$ cat config.mk
export PLATFORM = sky130hd
export DESIGN_NAME = control_ns_gen
export DESIGN_NICKNAME = d
export VERILOG_FILES = /design/src/rtl/control_ns_gen.sv
export SDC_FILE = /design/constraint.sdc
export NUM_CORES = 1
export LEC_CHECK = 0
export ABC_AREA = 1
export ABC_CLOCK_PERIOD_IN_PS = 2500
export CAP_MARGIN = 5
export CORE_ASPECT_RATIO = 0.5
export CORE_MARGIN = 8
export CORE_UTILIZATION = 60
export CTS_BUF_LIST = sky130_fd_sc_hd__clkbuf_4
export DETAILED_ROUTE_END_ITERATION = 10
export GPL_ROUTABILITY_DRIVEN = 0
export PLACE_DENSITY = 0.89
export SYNTH_ARGS = -nofsm -noshare
export SYNTH_HDL_FRONTEND = slang
export SYNTH_SLANG_ARGS = --single-unit
$ cat constraint.sdc
create_clock -name clk_main -period 2.5 [get_ports clk_main]
set_input_delay 0.5 -clock clk_main [delete_from_list [all_inputs] [get_ports clk_main]]
set_output_delay 0.5 -clock clk_main [all_outputs]
set_load 0.05 [all_outputs]
$ cat src/rtl/control_ns_gen.sv
// ============================================================================
// Module   : control_ns_gen
// Purpose  : Synchronises and debounces the toggle/clear buttons and drives a
//            handshaked next-state value into the main control state register.
// Revision : 1.0 - initial release
// ============================================================================
`default_nettype none

module control_ns_gen #(
    parameter int DEBOUNCE_CYCLES = 250000,
    parameter int CNT_W           = 18,
    parameter int ACK_TIMEOUT     = 4
) (
    input  logic clk_main,
    input  logic reset,
    input  logic btn_toggle,
    input  logic btn_clear,
    input  logic enable,
    input  logic cur_state,
    output logic NS,
    output logic ns_change,
    output logic toggle_db,
    output logic clear_db,
    output logic ack_err
);

    localparam logic [CNT_W-1:0]   c_db_last  = CNT_W'(DEBOUNCE_CYCLES - 1);
    localparam int                 c_ack_w    = (ACK_TIMEOUT > 1) ? $clog2(ACK_TIMEOUT) : 1;
    localparam logic [c_ack_w-1:0] c_ack_last = c_ack_w'(ACK_TIMEOUT - 1);

    localparam logic [1:0] c_st_idle     = 2'd0;
    localparam logic [1:0] c_st_wait_ack = 2'd1;
    localparam logic [1:0] c_st_wait_rel = 2'd2;

    // Button index 0 is toggle, index 1 is clear.
    logic [1:0]       w_raw;
    logic [1:0]       r_meta;
    logic [1:0]       r_sync;
    logic [1:0]       r_stable;
    logic [1:0]       r_prev;
    logic [CNT_W-1:0] r_cnt [2];
    logic [1:0]       w_rise;

    logic [1:0]         r_state;
    logic [c_ack_w-1:0] r_ack_cnt;
    logic               r_ns;
    logic               r_ns_change;
    logic               r_ack_err;

    assign w_raw  = {btn_clear, btn_toggle};
    assign w_rise = r_stable & ~r_prev;

    always_ff @(posedge clk_main or posedge reset) begin
        if (reset) begin
            r_meta   <= 2'b00;
            r_sync   <= 2'b00;
            r_stable <= 2'b00;
            r_prev   <= 2'b00;
            for (int i = 0; i < 2; i++) begin
                r_cnt[i] <= '0;
            end
        end else begin
            r_meta <= w_raw;
            r_sync <= r_meta;
            r_prev <= r_stable;
            // A new level is accepted only after an unbroken run of mismatches.
            for (int i = 0; i < 2; i++) begin
                if (r_sync[i] == r_stable[i]) begin
                    r_cnt[i] <= '0;
                end else if (r_cnt[i] == c_db_last) begin
                    r_stable[i] <= r_sync[i];
                    r_cnt[i]    <= '0;
                end else begin
                    r_cnt[i] <= r_cnt[i] + CNT_W'(1);
                end
            end
        end
    end

    always_ff @(posedge clk_main or posedge reset) begin
        if (reset) begin
            r_state     <= c_st_idle;
            r_ack_cnt   <= '0;
            r_ns        <= 1'b0;
            r_ns_change <= 1'b0;
            r_ack_err   <= 1'b0;
        end else begin
            r_ns_change <= 1'b0;
            case (r_state)
                c_st_idle: begin
                    if (w_rise[1]) begin
                        r_ns        <= 1'b0;
                        r_ns_change <= 1'b1;
                        r_ack_cnt   <= '0;
                        r_state     <= c_st_wait_ack;
                    end else if (w_rise[0] && enable) begin
                        r_ns        <= ~cur_state;
                        r_ns_change <= 1'b1;
                        r_ack_cnt   <= '0;
                        r_state     <= c_st_wait_ack;
                    end
                end
                c_st_wait_ack: begin
                    if (w_rise[1]) begin
                        r_ns        <= 1'b0;
                        r_ns_change <= r_ns;
                        r_ack_cnt   <= '0;
                    end else if (cur_state == r_ns) begin
                        r_state <= c_st_wait_rel;
                    end else if (r_ack_cnt == c_ack_last) begin
                        r_ack_err <= 1'b1;
                        r_state   <= c_st_wait_rel;
                    end else begin
                        r_ack_cnt <= r_ack_cnt + c_ack_w'(1);
                    end
                end
                c_st_wait_rel: begin
                    if (w_rise[1]) begin
                        r_ns        <= 1'b0;
                        r_ns_change <= r_ns;
                        r_ack_cnt   <= '0;
                        r_state     <= c_st_wait_ack;
                    end else if (r_stable == 2'b00) begin
                        r_state <= c_st_idle;
                    end
                end
                default: r_state <= c_st_idle;
            endcase
        end
    end

    assign NS        = r_ns;
    assign ns_change = r_ns_change;
    assign toggle_db = r_stable[0];
    assign clear_db  = r_stable[1];
    assign ack_err   = r_ack_err;

endmodule

`default_nettype wire
---- Word-level counts from Yosys, hierarchy flattened ----
Index checks and enable logic that the tools add are counted.
cells by class
  $add $sub $neg .......................... 3
  eq/ne operators ......................... 16
  muxes and demuxes ....................... 27
  reduce and logical (&&, ||, !) cells .... 12
  bitwise logic cells ..................... 7
operators by type and width
  kind                                                             number
  18-bit 2-to-1 mux                                                4
  18-bit by 1-bit adder with 18-bit output, second input constant  2
  18-bit == test, second input constant                            2
  2-bit 2-to-1 mux                                                 13
  3-bit != test, second input constant                             5
  2-bit case mux with 3 select lines                               2
  4-bit AND reduction                                              2
  1-bit 2-to-1 mux                                                 6
  1-bit NOT                                                        5
  5-bit AND reduction                                              1
  2-bit == test, second input constant                             2
  2-bit logical NOT                                                2
  2-bit != test, second input constant                             2
  1-bit case mux with 2 select lines                               2
  2-bit AND reduction                                              2
  1-bit == test                                                    3
  3-bit AND reduction                                              1
  3-bit nonzero test                                               1
  2-bit by 1-bit adder with 2-bit output, second input constant    1
  2-bit AND                                                        1
  2-bit by 1-bit == test with 1-bit output, second input constant  1
  2-bit by 1-bit != test with 1-bit output, second input constant  1
  2-bit NOT                                                        1
  2-bit nonzero test                                               1
  2 further kinds                                                  2
word-level totals
  register bits ........................... 51
  input port bits ......................... 6
  logic and storage cells ................. 77
  output and inout bits ................... 5

---- Depth between registers and ports, before layout ----
Gate-level depths: netlist of the first run.
  depth in word-level cells ............... 6
  mapped depth ............................ 9
  gate-level depth less buffers ........... 9

---- Worst setup path before layout of the first run ----
No wires, ideal clock.
  path type ............................... reg2reg
  start ................................... reg r_stable[1]
  end ..................................... reg r_ack_cnt[0]
  path buffers ............................ 0
  required time ........................... 2,374 ps
  slack ................................... 1,053 ps
  stages on the path, launching flop included .. 8
  arrival time ............................ 1,321 ps
  cells stage by stage .................... dfrtp_1 nand2_2 inv_2 nor2_2 nand2_1 nand3_1 nand2_1 o21ai_0
on the way
  cells in the longest elaborated chain, start to end .. 3
  elaborated cells on any way between the ends .. 9
ends and longest elaborated chain
  item                                                                                               line  source
  start: declaration                                                                                 39    logic [1:0] r_stable;
  start signal: indexed assignment                                                                   71    r_stable[i] <= r_sync[i];
  2-bit AND (*)                                                                                      51    assign w_rise = r_stable & ~r_prev;
  3-bit != test (no source line), or another cell as far along                                       --
  5-bit AND reduction (no source line) / 2-bit case mux with 3 select lines (equally long branches)  --
  end signal: assignment                                                                             114   r_ack_cnt <= r_ack_cnt + c_ack_w'(1);
  end: declaration                                                                                   45    logic [c_ack_w-1:0] r_ack_cnt;
Every way passes the cells marked *; elsewhere a longest branch is shown, timed or not.
A chain may end at the register's enable or synchronous reset.

---- Worst setup path after layout of the first run ----
  start ................................... reg r_stable[1]
  end ..................................... out clear_db
RTL lines
  item              line  source
  end: declaration  23    output logic clear_db,
No word-level cell between the ends.

==> results of run 1 <==
-- per-layer routing --
| metal | GRT usage, % | up-vias | routed length, um |
|---|---|---|---|
| li1 | - | 1125 | - |
| met1 | 18.0 | 1060 | 2390 |
| met2 | 27.3 | 33 | 2590 |
| met3 | 4.12 | 6 | 204 |
| met4 | 5.06 | 0 | 57 |
| met5 | 0 | - | 0 |
-- where the power goes --
group	switching (mW)	internal, mW	total (mW)
Sequential	0.00932	0.836	0.845
Combinational	0.0377	0.0187	0.0564
Clock	0.244	0.112	0.356
-- cells in the final DEF, fill, tap and decap left out --
| cell | n |
|---|---|
| a21oi_1 | 8 |
| a31oi_1 | 1 |
| and2_0 | 1 |
| buf_4 | 1 |
| clkbuf_4 | 6 |
| clkdlybuf4s50_1 | 10 |
| dfrtp_1 | 51 |
| diode_2 | 1 |
| ha_1 | 7 |
| inv_1 | 37 |
| inv_2 | 5 |
| nand2_1 | 74 |
| nand2_2 | 7 |
| nand2_4 | 1 |
| nand3_1 | 31 |
| nand3_2 | 1 |
| nand3b_1 | 1 |
| nand4_1 | 4 |
| nor2_1 | 75 |
| nor2_2 | 7 |
| nor2_4 | 5 |
| nor3_1 | 4 |
| nor3b_1 | 2 |
| o211ai_1 | 1 |
| o21ai_0 | 6 |
| o21ai_1 | 2 |
| or2_2 | 1 |
| xnor2_1 | 4 |
| xor2_1 | 12 |
| xor2_2 | 2 |
-- area by class of cell --
cell class                 instances  area share (%)
multi-input combinational        257            44.2
timing repair buffer              11            3.62
sequential                        51            42.9
inverter                          42            5.30
antenna                            1          0.0841
clock buffer                       6            1.51
tap                               57            2.40
-- how the worst min path moves through the flow --
stage / start / to / slack (ns) / cells after the start
after floorplan: r_meta[0] / r_sync[0] / 0.33 / 0
after global placement: r_meta[0] / r_sync[0] / 0.33 / 0
after detailed placement: r_meta[0] / r_sync[0] / 0.34 / 0
after CTS: r_meta[0] / r_sync[0] / 0.36 / 0
after global routing: r_meta[0] / r_sync[0] / 0.37 / 0
final: r_meta[1] / r_sync[1] / 0.36 / 0
-- cells by family (layout without fill, tap and decap cells) --
kind of cell | after synthesis | in the layout | synth area share, %
buf+inv | 42 | 59 | 5.74
compound gates | 18 | 18 | 3.42
xor+xnor | 18 | 18 | 6.28
simple gates | 214 | 214 | 34.9
fa+ha+maj | 7 | 7 | 3.19
other cells | 0 | 1 | 0
flops | 51 | 51 | 46.4
-- flip-flops by register name (all words and copies together) (netlist names) --
| signal | count |
|---|---|
| r_cnt | 36 |
| ns_change | 1 |
| r_meta | 2 |
| r_stable | 2 |
| r_ack_cnt | 2 |
| r_prev | 2 |
| r_sync | 2 |
| ack_err | 1 |
| r_state | 2 |
| NS | 1 |
-- through the flow --
| step | setup WS [ns] | std cells | util [%] |
|---|---|---|---|
| global placement | 0.713 | 418 | 66.5 |
| floorplan | 0.770 | 350 | - |
| CTS | 0.269 | 424 | 67.5 |
| finish | 0.286 | 425 | 67.5 |
| detailed placement | 0.687 | 418 | 66.5 |
| global route | 0.212 | 424 | 67.5 |
==> impl_metrics.json, run 1 <==
{
  "synth_seq_cells": 51,
  "reg2reg_to": "r_cnt[30]",
  "arrival_ns": 1.71,
  "grt_max_degree": 52,
  "post-synth-top-area-fraction_pct": 46.4,
  "peakVddDrop_uv": 240,
  "postPlaceCellArea_mm2": 0.00293,
  "synth_nets": 363,
  "critPathTopFamily": "buffers and inverters",
  "cp-startpoint": "r_stable[1]",
  "ant_nets": 0,
  "worstMarginPinSlew_ns": 0.630,
  "grt_overflow": 0,
  "netlist_top_cells_count": "75 x nor2_1, 74 x nand2_1, 51 x dfrtp_1",
  "cts.clk_slew.worst_paths_ns": 0.12,
  "dp_hpwl_mm": 3.95,
  "worst-path-buf-inv": 1,
  "fmax_mhz": 452,
  "ys_warn_count": 0,
  "hold_class": "flop to flop",
  "num_vias": 2224,
  "syn_area_per_cell_um2": 7.85,
  "path_max_fanout": 6,
  "r2r_cells": 6,
  "grt_pass1_wl_mm": 9.13,
  "synth_area_leaders": "dfrtp_1 46%, nor2_1 10%, nand2_1 10%",
  "fin_crit_ns": 2.21,
  "hold_viol": 0,
  "cap_violations": 0,
  "async_reset_ff_share_pct": 100,
  "clock_path_buffers": 2,
  "via_per_inst": 5.23,
  "crit_chain": "clkdlybuf4s50_1",
  "multi_input_area_mm2": 0.00131,
  "regArea_mm2": 0.00128,
  "slowest_stage": "clkdlybuf4s50_1",
  "reg2reg_setup_slack_ns": 0.88,
  "drtIter0Drc": 89,
  "grt_pass1_vias": 2108,
  "fin_worst_skew_ns": 0.0159,
  "cp_slowest_stage_delay_ns": 0.85,
  "finalCritPeriodShare_pct": 88.5,
  "numPortBuffers": 10,
  "power_mw": 1.26,
  "finalMaxSlewViolations": 0,
  "worstSetupPathType": "flop to primary output",
  "wire_per_inst_um": 12.3,
  "crit_end": "clear_db",
  "fillCellCount": 349,
  "cp_num_cells": 1,
  "endpoint_kind": "primary output",
  "row_count": 17,
  "outcome": "complete, no violations",
  "wirelength_mm": 5.24,
  "post_route_cells_drive_above_1_share_pct": 9.81,
  "cts_tree": "built",
  "rsz0062_at_grt": "no",
  "synth_edf_count": 0,
  "hold_buffers": 0,
  "ys_seq_area_share_pct": 46.4,
  "synthFlopType": "dfrtp_1",
  "antenna_found_initial": 0,
  "htreeDepth": 2,
  "final_area_mm2": 0.00297,
  "clock-sinks": 51,
  "slew_headroom_pct": 58.0,
  "crit_path_start_kind": "flop",
  "clockRootBuffer": "clkbuf_4",
  "synth_most_common_cell": "nor2_1",
  "r2r_start": "r_cnt[18]",
  "yosysUniqueCellTypes": 26,
  "ios": 11,
  "drc": 0,
  "die-area_mm2": 0.00713,
  "grt_usage_pct": 15.4,
  "area_growth_pct": 8.24,
  "ctsResizeCount": 0,
  "syn_inst": 350,
  "hold_ws_ns": 0.363,
  "die_w_um": 112,
  "cp.required_ns": 2.00,
  "die_h_um": 63.9,
  "setup_viol": 0,
  "numCtsBuffers": 5,
  "first_pass_iters": 4,
  "finalNetCount": 381,
  "post_cts_buffers": 0,
  "clk-insertion-delay-late_ns": 0.37,
  "initial_core_util_pct": 62.4,
  "synth_area_mm2": 0.00275,
  "power_density_mw_per_mm2": 423,
  "power_leakage_nw": 1.29,
  "fin_setup_tns_ns": 0,
  "synth_area_leader_cell": "dfrtp_1",
  "fp.coreArea_mm2": 0.00440
}
(Power assumes the default switching activity.)
==> run 2: changes to the inputs <==
SLEW_MARGIN = 25   (was not set)
==> results of run 2 <==
No change in the layout: final DEF, timing and power equal those of run 1.
